--- config.mk ---
export PLATFORM = sky130hd
export DESIGN_NAME = display_mux_driver_flat
export DESIGN_NICKNAME = d
export VERILOG_FILES = /design/src/rtl/display_mux_driver_if.sv /design/src/rtl/display_mux_driver.sv /design/src/flat_wrapper.sv
export SDC_FILE = /design/constraint.sdc
export NUM_CORES = 1
export LEC_CHECK = 0
export ABC_AREA = 1
export CAP_MARGIN = 20
export CORE_MARGIN = 8
export CORE_UTILIZATION = 46
export DETAILED_ROUTE_END_ITERATION = 10
export DONT_BUFFER_PORTS = 1
export PLACE_DENSITY = 0.59
export SLEW_MARGIN = 40
export SYNTH_ARGS = -nofsm -noshare
export SYNTH_HDL_FRONTEND = slang
export SYNTH_SLANG_ARGS = --single-unit
--- constraint.sdc ---
create_clock -name clk -period 4.3 [get_ports clk]
set_input_delay 0.43 -clock clk [delete_from_list [all_inputs] [get_ports clk]]
set_output_delay 0.43 -clock clk [all_outputs]
set_load 0.05 [all_outputs]
--- src/rtl/display_mux_driver_if.sv ---
// Bus bundle for display_mux_driver: the value-load handshake, the display mode
// controls, and the scanned anode/segment outputs.
interface display_mux_driver_if #(
  parameter int N_DIGITS = 4
) ();
  logic                    load;
  logic [4*N_DIGITS-1:0]   value_in;
  logic                    hex_mode;
  logic                    blank_lz;
  logic [N_DIGITS-1:0]     anodes;
  logic [6:0]              segments;
  logic                    frame_start;
  logic                    update_ack;

  modport master (
    output load, value_in, hex_mode, blank_lz,
    input  anodes, segments, frame_start, update_ack
  );

  modport slave (
    input  load, value_in, hex_mode, blank_lz,
    output anodes, segments, frame_start, update_ack
  );
endinterface

--- src/rtl/display_mux_driver.sv ---
// Time-multiplexed N-digit 7-segment driver with BCD/hex decode, leading-zero
// blanking and tear-free value commits at scan-frame boundaries.
module display_mux_driver #(
  parameter int N_DIGITS         = 4,
  parameter int REFRESH_DIV      = 50000,
  parameter int ANODE_ACTIVE_LOW = 1,
  parameter int SEG_ACTIVE_LOW   = 0
) (
  input logic                  clk,
  input logic                  rst,
  display_mux_driver_if.slave  bus
);
  localparam int CNT_W = $clog2(REFRESH_DIV);
  localparam int IDX_W = (N_DIGITS > 1) ? $clog2(N_DIGITS) : 1;
  localparam logic [CNT_W-1:0]    CNT_LAST  = CNT_W'(REFRESH_DIV - 1);
  localparam logic [IDX_W-1:0]    IDX_LAST  = IDX_W'(N_DIGITS - 1);
  localparam logic [N_DIGITS-1:0] ANODE_OFF = (ANODE_ACTIVE_LOW != 0) ? '1 : '0;
  localparam logic [6:0]          SEG_OFF   = (SEG_ACTIVE_LOW != 0) ? '1 : '0;

  logic [CNT_W-1:0]      r_cnt;
  logic [IDX_W-1:0]      r_idx;
  logic [4*N_DIGITS-1:0] r_committed;
  logic [4*N_DIGITS-1:0] r_pending;
  logic                  r_pending_valid;
  logic [N_DIGITS-1:0]   r_anodes;
  logic [6:0]            r_segments;
  logic                  r_frame_start;
  logic                  r_update_ack;

  logic                  w_wrap;
  logic                  w_boundary;
  logic [3:0]            w_nibble;
  logic [N_DIGITS-1:0]   w_onehot;
  logic [4*N_DIGITS-1:0] w_upper;
  logic                  w_lz_blank;
  logic [6:0]            w_glyph;
  logic [6:0]            w_seg_lit;

  assign w_wrap     = (r_cnt == CNT_LAST);
  assign w_boundary = w_wrap && (r_idx == IDX_LAST);

  always_comb begin
    w_nibble = '0;
    w_onehot = '0;
    for (int k = 0; k < N_DIGITS; k++) begin
      if (IDX_W'(k) == r_idx) begin
        w_nibble    = r_committed[4*k +: 4];
        w_onehot[k] = 1'b1;
      end
    end
  end

  // A digit is a leading zero when it and every digit above it are zero.
  assign w_upper    = r_committed >> {r_idx, 2'b00};
  assign w_lz_blank = bus.blank_lz && (r_idx != '0) && (w_upper == '0);

  always_comb begin
    w_glyph = 7'h00;
    case (w_nibble)
      4'h0: w_glyph = 7'h7E;
      4'h1: w_glyph = 7'h30;
      4'h2: w_glyph = 7'h6D;
      4'h3: w_glyph = 7'h79;
      4'h4: w_glyph = 7'h33;
      4'h5: w_glyph = 7'h5B;
      4'h6: w_glyph = 7'h5F;
      4'h7: w_glyph = 7'h70;
      4'h8: w_glyph = 7'h7F;
      4'h9: w_glyph = 7'h73;
      4'hA: w_glyph = bus.hex_mode ? 7'h77 : 7'h00;
      4'hB: w_glyph = bus.hex_mode ? 7'h1F : 7'h00;
      4'hC: w_glyph = bus.hex_mode ? 7'h4E : 7'h00;
      4'hD: w_glyph = bus.hex_mode ? 7'h3D : 7'h00;
      4'hE: w_glyph = bus.hex_mode ? 7'h4F : 7'h00;
      4'hF: w_glyph = bus.hex_mode ? 7'h47 : 7'h00;
      default: w_glyph = 7'h00;
    endcase
  end

  assign w_seg_lit = w_lz_blank ? 7'h00 : w_glyph;

  always_ff @(posedge clk) begin
    if (rst) begin
      r_cnt           <= '0;
      r_idx           <= '0;
      r_committed     <= '0;
      r_pending       <= '0;
      r_pending_valid <= 1'b0;
      r_anodes        <= ANODE_OFF;
      r_segments      <= SEG_OFF;
      r_frame_start   <= 1'b0;
      r_update_ack    <= 1'b0;
    end else begin
      r_cnt <= w_wrap ? '0 : r_cnt + 1'b1;
      if (w_wrap) begin
        r_idx <= (r_idx == IDX_LAST) ? '0 : r_idx + 1'b1;
      end
      r_frame_start <= w_boundary;
      r_update_ack  <= w_boundary && (bus.load || r_pending_valid);
      // A load on the boundary cycle bypasses the pending slot entirely.
      if (w_boundary) begin
        if (bus.load) begin
          r_committed <= bus.value_in;
        end else if (r_pending_valid) begin
          r_committed <= r_pending;
        end
        r_pending_valid <= 1'b0;
      end else if (bus.load) begin
        r_pending       <= bus.value_in;
        r_pending_valid <= 1'b1;
      end
      r_anodes   <= (ANODE_ACTIVE_LOW != 0) ? ~w_onehot : w_onehot;
      r_segments <= (SEG_ACTIVE_LOW != 0) ? ~w_seg_lit : w_seg_lit;
    end
  end

  assign bus.anodes      = r_anodes;
  assign bus.segments    = r_segments;
  assign bus.frame_start = r_frame_start;
  assign bus.update_ack  = r_update_ack;
endmodule

--- src/flat_wrapper.sv ---
// flat-port wrapper written by rule: the top's interface ports become plain ports
module display_mux_driver_flat 
#(
  parameter int N_DIGITS         = 4,
  parameter int REFRESH_DIV      = 50000,
  parameter int ANODE_ACTIVE_LOW = 1,
  parameter int SEG_ACTIVE_LOW   = 0
)
  (clk, rst, bus_load, bus_value_in, bus_hex_mode, bus_blank_lz, bus_anodes, bus_segments, bus_frame_start, bus_update_ack);
  display_mux_driver_if #(.N_DIGITS(N_DIGITS)) bus_i ();
  input logic clk;
  input logic rst;
  input wire logic [$bits(bus_i.load)-1:0] bus_load;
  input wire logic [$bits(bus_i.value_in)-1:0] bus_value_in;
  input wire logic [$bits(bus_i.hex_mode)-1:0] bus_hex_mode;
  input wire logic [$bits(bus_i.blank_lz)-1:0] bus_blank_lz;
  output wire logic [$bits(bus_i.anodes)-1:0] bus_anodes;
  output wire logic [$bits(bus_i.segments)-1:0] bus_segments;
  output wire logic [$bits(bus_i.frame_start)-1:0] bus_frame_start;
  output wire logic [$bits(bus_i.update_ack)-1:0] bus_update_ack;
  assign bus_i.load = bus_load;
  assign bus_i.value_in = bus_value_in;
  assign bus_i.hex_mode = bus_hex_mode;
  assign bus_i.blank_lz = bus_blank_lz;
  assign bus_anodes = bus_i.anodes;
  assign bus_segments = bus_i.segments;
  assign bus_frame_start = bus_i.frame_start;
  assign bus_update_ack = bus_i.update_ack;
  display_mux_driver #(.N_DIGITS(N_DIGITS), .REFRESH_DIV(REFRESH_DIV), .ANODE_ACTIVE_LOW(ANODE_ACTIVE_LOW), .SEG_ACTIVE_LOW(SEG_ACTIVE_LOW)) u_core (.clk(clk), .rst(rst), .bus(bus_i));
endmodule
After elaboration in Yosys (flattened, before gate mapping)

Cells that the tools add are included.
W data, S select, Z words.

Add/subtract/negate cells: 2
Equality and inequality tests: 20
Shifts and indexed selects: 1
Mux-type cells: 18
Bitwise logic cells: 2
Reduce and logical (&&, ||, !) cells: 15

Operators by type and width:

| kind                    | count |
|---|---|
| $pmux W7 S16            | 1 |
| $eq A4 B4 Y1 const B    | 8 |
| $mux W16                | 2 |
| $mux W7                 | 4 |
| $add A16 B1 Y16 const B | 1 |
| $eq A16 B16 Y1 const B  | 1 |
| $eq A4 B3 Y1 const B    | 4 |
| $logic_not A16 Y1       | 1 |
| $mux W4                 | 4 |
| $shr A16 B4 Y16         | 1 |
| $eq A4 B2 Y1 const B    | 2 |
| $mux W6                 | 1 |
| $reduce_or A2 Y1        | 3 |
| $mux W5                 | 1 |
| $eq A2 B2 Y1 const A    | 2 |
| $eq A4 B1 Y1 const B    | 1 |
| $logic_and A1 B1 Y1     | 4 |
| $logic_not A4 Y1        | 1 |
| $mux W1                 | 4 |
| $not A4 Y4              | 1 |
| $reduce_and A2 Y1       | 2 |
| $reduce_bool A2 Y1      | 2 |
| $add A2 B1 Y2 const B   | 1 |
| $eq A1 B2 Y1 const A    | 1 |
| other kinds (5)         | 5 |

Bits in registers: 64
Bits of input ports: 21
Word-level logic and storage cells: 67

Depth between registers and ports, before layout

Gate-level depths: netlist (run 1).

Depth after elaboration: 7
Gate-level depth with buffers: 13

Worst setup path before layout (run 1)

Ideal clock, no wire load.

Path kind: flip-flop to flip-flop
Start: register u_core.r_idx[0]
End: register u_core.r_segments[0] (netlist: u_core.bus.segments[0])
Arrival: 1590 ps
Required time: 4181 ps
Path slack: 2591 ps
Cell stages (with the launch flop): 11
Path buffers: 0
Cells stage by stage: dfxtp_1 -> inv_1 -> ha_1 -> inv_1 -> nand3_1 -> a21oi_1 -> nand2_1 -> nand2_1 -> nand3_1 -> nor2_1 -> nor2_1

Word-level cells in the longest chain between the ends: 7

RTL lines:

| what                                 | RTL line                  | text |
|---|---|---|
| from (decl)                          | display_mux_driver.sv:21  | `logic [IDX_W-1:0] r_idx;` |
| from (signal assigned)               | display_mux_driver.sv:96  | `r_idx <= (r_idx == IDX_LAST) ? '0 : r_idx + 1'b1;` |
| $logic_not A2 Y1                     | display_mux_driver.sv:46  | `if (IDX_W'(k) == r_idx) begin` |
| $mux W4 (4 in series)                | display_mux_driver.sv:46  |  |
| $eq A4 B4 Y1 (tied with other cells) | display_mux_driver.sv:59  | `case (w_nibble)` |
| $pmux W7 S16                         | display_mux_driver.sv:59  |  |
| to (signal assigned)                 | display_mux_driver.sv:113 | `r_segments <= (SEG_ACTIVE_LOW != 0) ? ~w_seg_lit : w_seg_lit;` |
| to (decl)                            | display_mux_driver.sv:26  | `logic [6:0] r_segments;` |

Several ways; a longest one is shown, not always the timed one.
A chain may end at the register's enable or synchronous reset.

Worst setup path in the final report (run 1)

Same ends and word-level chain as after synthesis.

==> results of run 1 <==
## metal layers
layer,GRT usage (%),up-vias,part of all wire [%]
li1,-,1419,-
met4,8.04,0,1.0
met3,5.05,6,5.1
met2,23.0,52,46
met1,18.2,1150,48
met5,0,-,0
## per-stage QoR
step | hold slack [ps] | utilization, % | instance area (µm²)
after floorplan | 418 | - | 3040
after global placement | 430 | 48.2 | 3080
after detailed placement | 439 | 48.2 | 3080
after CTS | 142 | 51.6 | 3300
after global routing | 137 | 51.6 | 3300
final | 161 | 51.6 | 3300
## registers in the layout (all words and copies together), names as in the netlist
name and flops:
u_core.bus.segments 7, u_core.r_cnt 16, u_core.bus.anodes 4, u_core.r_idx 2, u_core.bus.update_ack 1, u_core.r_pending 16, u_core.r_pending_valid 1, u_core.r_committed 16
u_core.bus.frame_start 1
## cell families (layout without fill, tap and decap cells)
group	after synthesis	count (layout)
AND/OR/NAND/NOR	266	266
flip-flops	64	64
AO/OA/AOI/OAI	61	61
buffers and inverters	48	52
XOR/XNOR	6	6
adder cells (fa/ha/maj)	5	5
## critical path, cell delays in order (launching register included)
cell and delay (ps):
dfxtp_1 450, inv_1 130, ha_1 280, inv_1 130
nand3_1 130, a21oi_1 380, nand2_1 160, nand2_1 90
nand3_1 70, nor2_1 90, nor2_1 40
## area by class of cell
| class | count | area [µm²] |
|---|---|---|
| fillers | 657 | 3090 |
| multi-input cells | 338 | 1550 |
| flip-flops and latches | 64 | 1280 |
| clock buffers | 12 | 155 |
| inverters | 36 | 139 |
| well taps | 77 | 96.3 |
| clock inverters | 3 | 65.1 |
| repair buffers | 1 | 7.51 |
## synthesized netlist by cell type, types with 2 or more instances
library cell / instances
xor2_1: 5
nand3_2: 2
nor4_1: 3
nand4_1: 3
clkbuf_1: 6
ha_1: 5
buf_6: 2
nand2_1: 109
nor3_1: 2
inv_1: 34
a21oi_1: 20
o21ai_0: 38
nand2_2: 2
nand3_1: 22
buf_2: 4
dfxtp_1: 64
nor2_1: 112
nor2_4: 2
nand2_4: 2
## final timing paths
kind                                 startpoint  depth (start not counted)                endpoint  slack, ps
worst max-delay path            u_core.r_idx[0]                         10  u_core.bus.segments[0]       2240
worst min-delay path                        rst                          1         u_core.r_idx[0]        160
worst max register to register  u_core.r_idx[0]                         10  u_core.bus.segments[0]       2240
worst min register to register  u_core.r_cnt[0]                          1         u_core.r_cnt[0]        450
## report_power, final
| part | total, mW | internal [mW] | switching (mW) |
|---|---|---|---|
| Sequential | 0.630 | 0.610 | 0.0201 |
| Combinational | 0.0490 | 0.0171 | 0.0319 |
| Clock | 0.576 | 0.354 | 0.222 |
==> Implementation_results.wiki, run 1 <==
{| class="wikitable"
! Metric !! Value
|-
| Placed Cells || 516
|-
| Final Max Slew Viols || 0
|-
| Core outline area || 6390 µm²
|-
| DRC viols || 0
|-
| Area added between synthesis and finish || 8.53%
|-
| Average vias per placed instance || 4.95
|-
| Share of Yosys cell area claimed by the top area cell type || 42.2%
|-
| Total of flip-flops plus latches after synthesis || 64
|-
| Status || finished, final reports clean
|-
| Adder-cell share of the synthesized area || 2.06%
|-
| Count of boundary I/O pins || 34
|-
| Synthesized-area fraction occupied by ao, oa, aoi and oai cells || 10.3%
|-
| Top cells by area, synth || dfxtp_1 (42%), nor2_1 (14%), nand2_1 (13%), o21ai_0 (6.3%), inv_1 (4.2%)
|-
| Total Power Consumption || 1.26 mW
|-
| Hold Crit Class || in2reg
|-
| Postcts setup bufs || 0
|-
| Initial standard-cell utilization of the core || 47.6%
|-
| CTS buffer count || 9
|-
| Tightest slew margin relative to the limit || 65.3%
|-
| Remaining antenna violation count || 0
|-
| Final Hold Vio Count || 0
|-
| Clock slew at the register clock pins of the worst setup and hold paths || 70 ps
|-
| Count of hold-fix buffers inserted at cts || 0
|-
| Total congestion overflow after global routing || 0
|-
| Simple-gate portion of the synthesized area || 37.0%
|-
| Ratio of cells with drive above 1 in the final layout || 6.39%
|-
| Required time at the worst-slack endpoint || 4520 ps
|-
| Largest family of logic cells by synthesized area || simple AND/OR/NAND/NOR gates
|-
| Via total after detailed routing || 2627
|-
| Clock network latency to the later pin of the worst-skew pair || 330 ps
|-
| Share of async-settable or async-resettable flops after synthesis || 0%
|-
| First DRT Iteration DRCs || 106
|-
| Final critical delay including setup and external delays || 2060 ps
|-
| Final nets || 476
|-
| Largest net degree at the start of global routing || 41
|-
| Routed length per instance || 12.7 µm
|-
| Number of antenna violations at the first check in global routing || 0
|-
| Post-Route WL || 6720 µm
|-
| Count of input and output buffers || 0
|-
| Total half-perimeter wirelength after legalization and detailed placement || 4770 µm
|-
| Pre-CTS worst setup slack || 2250 ps
|-
| First drt pass iteration count || 5
|-
| Peak supply drop || 298 µV
|-
| Number of instances resized during post-cts repair || 0
|-
| GRT Util Overall || 15.0%
|-
| F_max || 0.486 GHz
|-
| Clock sinks || 64
|-
| Post-route insts no fill || 531
|-
| Final number of setup-violating endpoints || 0
|-
| Global-route wire length before repair || 12000 µm
|-
| Setup repair after global routing missed its margin || no
|-
| Crit. End Element || flip-flop
|-
| Top cell type by total area after synthesis || dfxtp_1
|-
| Xor and xnor fraction of the mapped netlist area || 1.73%
|-
| Actual transition at the worst max-transition pin || 519 ps
|-
| CP Launch Type || flip-flop
|-
| Synthesized area divided by synthesized cell count || 6.75 µm²
|-
| Count of antenna diodes in the layout || 0
|-
| Post-synthesis cell type count || 32
|-
| Number of nets produced by synthesis || 476
|-
| Total negative slack || 0 ps
|-
| Synth Flop Type || dfxtp_1
|-
| Count of mapped cells out of synthesis || 450
|-
| Die span in x || 97.3 µm
|-
| Final worst setup slack || 2240 ps
|-
| Overall die height || 97.3 µm
|-
| Synthesized area || 3040 µm²
|-
| Number of levels in the clock H-tree || 3
|-
| Number of flops mapped to enable cells by yosys || 0
|-
| Largest fanout on the critical path || 6
|-
| Sequential-to-total area share from yosys stat || 42.2%
|-
| Leading cell types in the layout, fill and taps excluded || nor2_1 (112), nand2_1 (109), dfxtp_1 (64)
|-
| Max clock buf depth || 2
|-
| Power density over the cells || 381 nW/µm²
|-
| Static Leakage || 1.49 nW
|-
| Via count of the first global-routing pass || 2614
|-
| Fraction of synthesized area in multiplexers || 0%
|-
| Tcrit/Tclk final || 47.8%
|-
| Clock root buffer master || clkbuf_8
|-
| Critical path arrival || 2280 ps
|-
| Total die area || 9460 µm²
|-
| Most common cell after layout, fill and taps aside || nor2_1
|-
| YS warnings || 0
|-
| Number of violations of the max-capacitance limit || 0
|-
| Weighted congestion at the end of routability-driven global placement || 0.860
|-
| Clock tree from TritonCTS || done
|-
| Number of placement rows || 29
|-
| Largest clock skew in the final design || 6.91 ps
|-
| Critical path type || reg2reg
|}
Note: power is estimated with default switching activity, not from simulation.
==> run 2, diff against run 1 <==
--- a/config.mk
+++ b/config.mk
@@ -11,7 +11,7 @@
 export CORE_UTILIZATION = 46
 export DETAILED_ROUTE_END_ITERATION = 10
 export DONT_BUFFER_PORTS = 1
-export PLACE_DENSITY = 0.59
+export PLACE_DENSITY = 0.61
 export SLEW_MARGIN = 40
 export SYNTH_ARGS = -nofsm -noshare
 export SYNTH_HDL_FRONTEND = slang
==> constraint.sdc (replaced) <==
create_clock -name clk -period 1.75 [get_ports clk]
set_input_delay 0.175 -clock clk [delete_from_list [all_inputs] [get_ports clk]]
set_output_delay 0.175 -clock clk [all_outputs]
set_load 0.05 [all_outputs]
==> Implementation_results.wiki, run 2 (synthesis gave the netlist of run 1 again) <==
{| class="wikitable"
! Metric !! Value
|-
| Status || finished, final reports clean
|-
| First DRT Iteration DRCs || 80 (-25%)
|-
| Total die area || 9460 µm² (unchanged)
|-
| Switching power as a share of total power || 24.4% (+2.6 points)
|-
| Via count of the first global-routing pass || 2692 (+3.0%)
|-
| Number of placement rows || 29 (unchanged)
|-
| Count of antenna diodes in the layout || 0 (unchanged)
|-
| Biggest registers after layout || u_core.r_cnt (16), u_core.r_committed (16), u_core.r_pending (16)
|-
| Combinational share of power || 6.2% (+2.3 points)
|-
| Final Max Slew Viols || 0 (unchanged)
|-
| Hold Crit Class || in2reg
|-
| Clock root buffer master || clkbuf_8
|-
| Largest fanout on the critical path || 17 (+11)
|-
| Startpoint of the lowest-slack register-to-register path || u_core.r_cnt[0]
|-
| Largest net degree at the start of global routing || 40 (-2.4%)
|-
| Count of boundary I/O pins || 34 (unchanged)
|-
| Core outline area || 6390 µm² (unchanged)
|-
| Clock network latency to the later pin of the worst-skew pair || 340 ps (about the same)
|-
| Required time at the worst-slack endpoint || 1980 ps (-2540 ps)
|-
| Total negative slack || 0 ps (unchanged)
|-
| Clock sinks || 64 (unchanged)
|-
| Hold path start || bus_value_in[13]
|-
| Final number of setup-violating endpoints || 0 (unchanged)
|-
| Count of input and output buffers || 0 (unchanged)
|-
| Ratio of cells with drive above 1 in the final layout || 20.5% (+14 points)
|-
| Final instance area || 3770 µm² (+15%)
|-
| Routed length per instance || 13.2 µm (+4.3%)
|-
| Die span in x || 97.3 µm (unchanged)
|-
| Static Leakage || 1.63 nW (+9.3%)
|-
| Critical Path Max Stage Delay || 350 ps (-100 ps)
|-
| Weighted congestion at the end of routability-driven global placement || 0.877 (+2.0%)
|-
| Final nets || 506 (+6.3%)
|-
| Cell with the largest stage delay on the worst path || dfxtp_2
|-
| Clock slew at the register clock pins of the worst setup and hold paths || 70 ps (about the same)
|-
| Instance area at placement || 3220 µm² (+4.6%)
|-
| Clock group share of total power || 38.3% (-7.6 points)
|-
| Total half-perimeter wirelength after legalization and detailed placement || 4840 µm (+1.3%)
|-
| Average vias per placed instance || 4.99 (+0.96%)
|-
| Total congestion overflow after global routing || 0 (unchanged)
|-
| CP Launch Type || flip-flop
|-
| Global-route wire length before repair || 12100 µm (+1.2%)
|-
| Critical path arrival || 1970 ps (-310 ps)
|-
| Worst reg2reg setup slack || 10 ps (-2230 ps)
|-
| Share of power burned in registers || 55.6% (+5.4 points)
|-
| Final Core Density || 59.1% (+7.5 points)
|-
| Max clock buf depth || 2 (unchanged)
|-
| Clock tree from TritonCTS || done
|-
| F_max || 0.575 GHz (+18%)
|-
| Cell-internal power || 2.11 mW (+120%)
|-
| Peak supply drop || 574 µV (+93%)
|-
| Tightest slew margin relative to the limit || 67.5% (+2.2 points)
|-
| Worst path buffer plus inverter count || 1 (-1)
|-
| Crit. End Element || flip-flop
|-
| DRC viols || 0 (unchanged)
|-
| Most common cell after layout, fill and taps aside || nand2_1
|-
| Post-route insts no fill || 560 (+5.5%)
|-
| First drt pass iteration count || 4 (-1)
|-
| Setup repair after global routing missed its margin || yes
|-
| Area added between synthesis and finish || 24.3%
|-
| Final Hold Vio Count || 0 (unchanged)
|-
| Net Sw Power || 0.684 mW (+150%)
|-
| Worst setup path startpoint || u_core.r_cnt[0]
|-
| Actual transition at the worst max-transition pin || 487 ps (-32.0 ps)
|-
| Number of levels in the clock H-tree || 3 (unchanged)
|-
| Initial standard-cell utilization of the core || 47.6% (unchanged)
|-
| Largest clock skew in the final design || 6.55 ps (-0.360 ps)
|-
| Critical path type || reg2reg
|-
| Placed Cells || 533 (+3.3%)
|-
| Number of violations of the max-capacitance limit || 0 (unchanged)
|-
| Remaining antenna violation count || 0 (unchanged)
|-
| Critical Path, Cell by Cell || ha_4 -> nand2_4 -> nor2_4 -> nand3_2 -> nor3_4 -> nand2_4 -> nor2_4 -> inv_4 -> nor2_1 -> nor2_1
|-
| Via total after detailed routing || 2797 (+6.5%)
|-
| Crit path max-delay family || simple AND/OR/NAND/NOR gates
|-
| CTS buffer count || 9 (unchanged)
|-
| Overall die height || 97.3 µm (unchanged)
|-
| Final critical delay including setup and external delays || 1740 ps (-318 ps)
|-
| Power density over the cells || 741 nW/µm² (+95%)
|-
| Post-Route WL || 7400 µm (+10%)
|-
| GRT Util Overall || 15.0% (-0.044 points)
|-
| Leading cell types in the layout, fill and taps excluded || nand2_1 (100), nor2_1 (93), dfxtp_1 (61)
|-
| Tcrit/Tclk final || 99.4% (+52 points)
|-
| Number of antenna violations at the first check in global routing || 0 (unchanged)
|}
[run 2: power by group through the flow]
stage / clock network (mW) / registers [mW] / logic (mW)
2_1_floorplan: 0 / 1.58 / 0.107
4_1_cts: 1.09 / 1.55 / 0.155
3_3_place_gp: 0 / 1.58 / 0.129
5_1_grt: 1.14 / 1.56 / 0.196
6_report: 1.07 / 1.55 / 0.172
3_5_place_dp: 0 / 1.58 / 0.132
[run 2: through the flow]
step	hold WS, ps	worst slack (ps)	total power [mW]
final	1.96	10.7	2.80
after global routing	12.0	-80.0	2.90
after CTS	2.21	7.20	2.80
after detailed placement	254	-37.7	1.71
after global placement	251	-80.9	1.71
after floorplan	244	41.0	1.68
[run 2: cell type report]
cell class,instances,area [µm²]
clock inverters,1,5.00
inverters,36,148
well taps,77,96.3
repair buffers,31,297
clock buffers,13,149
fillers,621,2610
flip-flops and latches,64,1290
multi-input cells,338,1790
[run 2: worst paths after layout]
kind / to / cells after the start
max: u_core.r_committed[8] / 10
min reg2reg: u_core.r_pending[13] / 2
max reg2reg: u_core.r_committed[8] / 10
min: u_core.r_pending[13] / 2
[run 2: repair_timing]
item / CTS / global route
pin swaps: 0 / 7
gates resized for setup: 12 / 76
endpoints found under the hold margin: 12 / 0
hold buffers: 10 / 0
buffers inserted: 2 / 1
setup endpoints to repair: 20 / 40
cloned: 0 / 0
[run 2: layer usage]
| layer | share of wire [%] | GRT usage [%] | vias up | routed length (µm) |
|---|---|---|---|---|
| met5 | 0 | 0 | - | 0 |
| met4 | 1.1 | 5.24 | 0 | 80 |
| met3 | 5.4 | 4.77 | 8 | 397 |
| met2 | 46 | 24.4 | 51 | 3420 |
| met1 | 47 | 18.1 | 1254 | 3500 |
| li1 | - | - | 1484 | - |
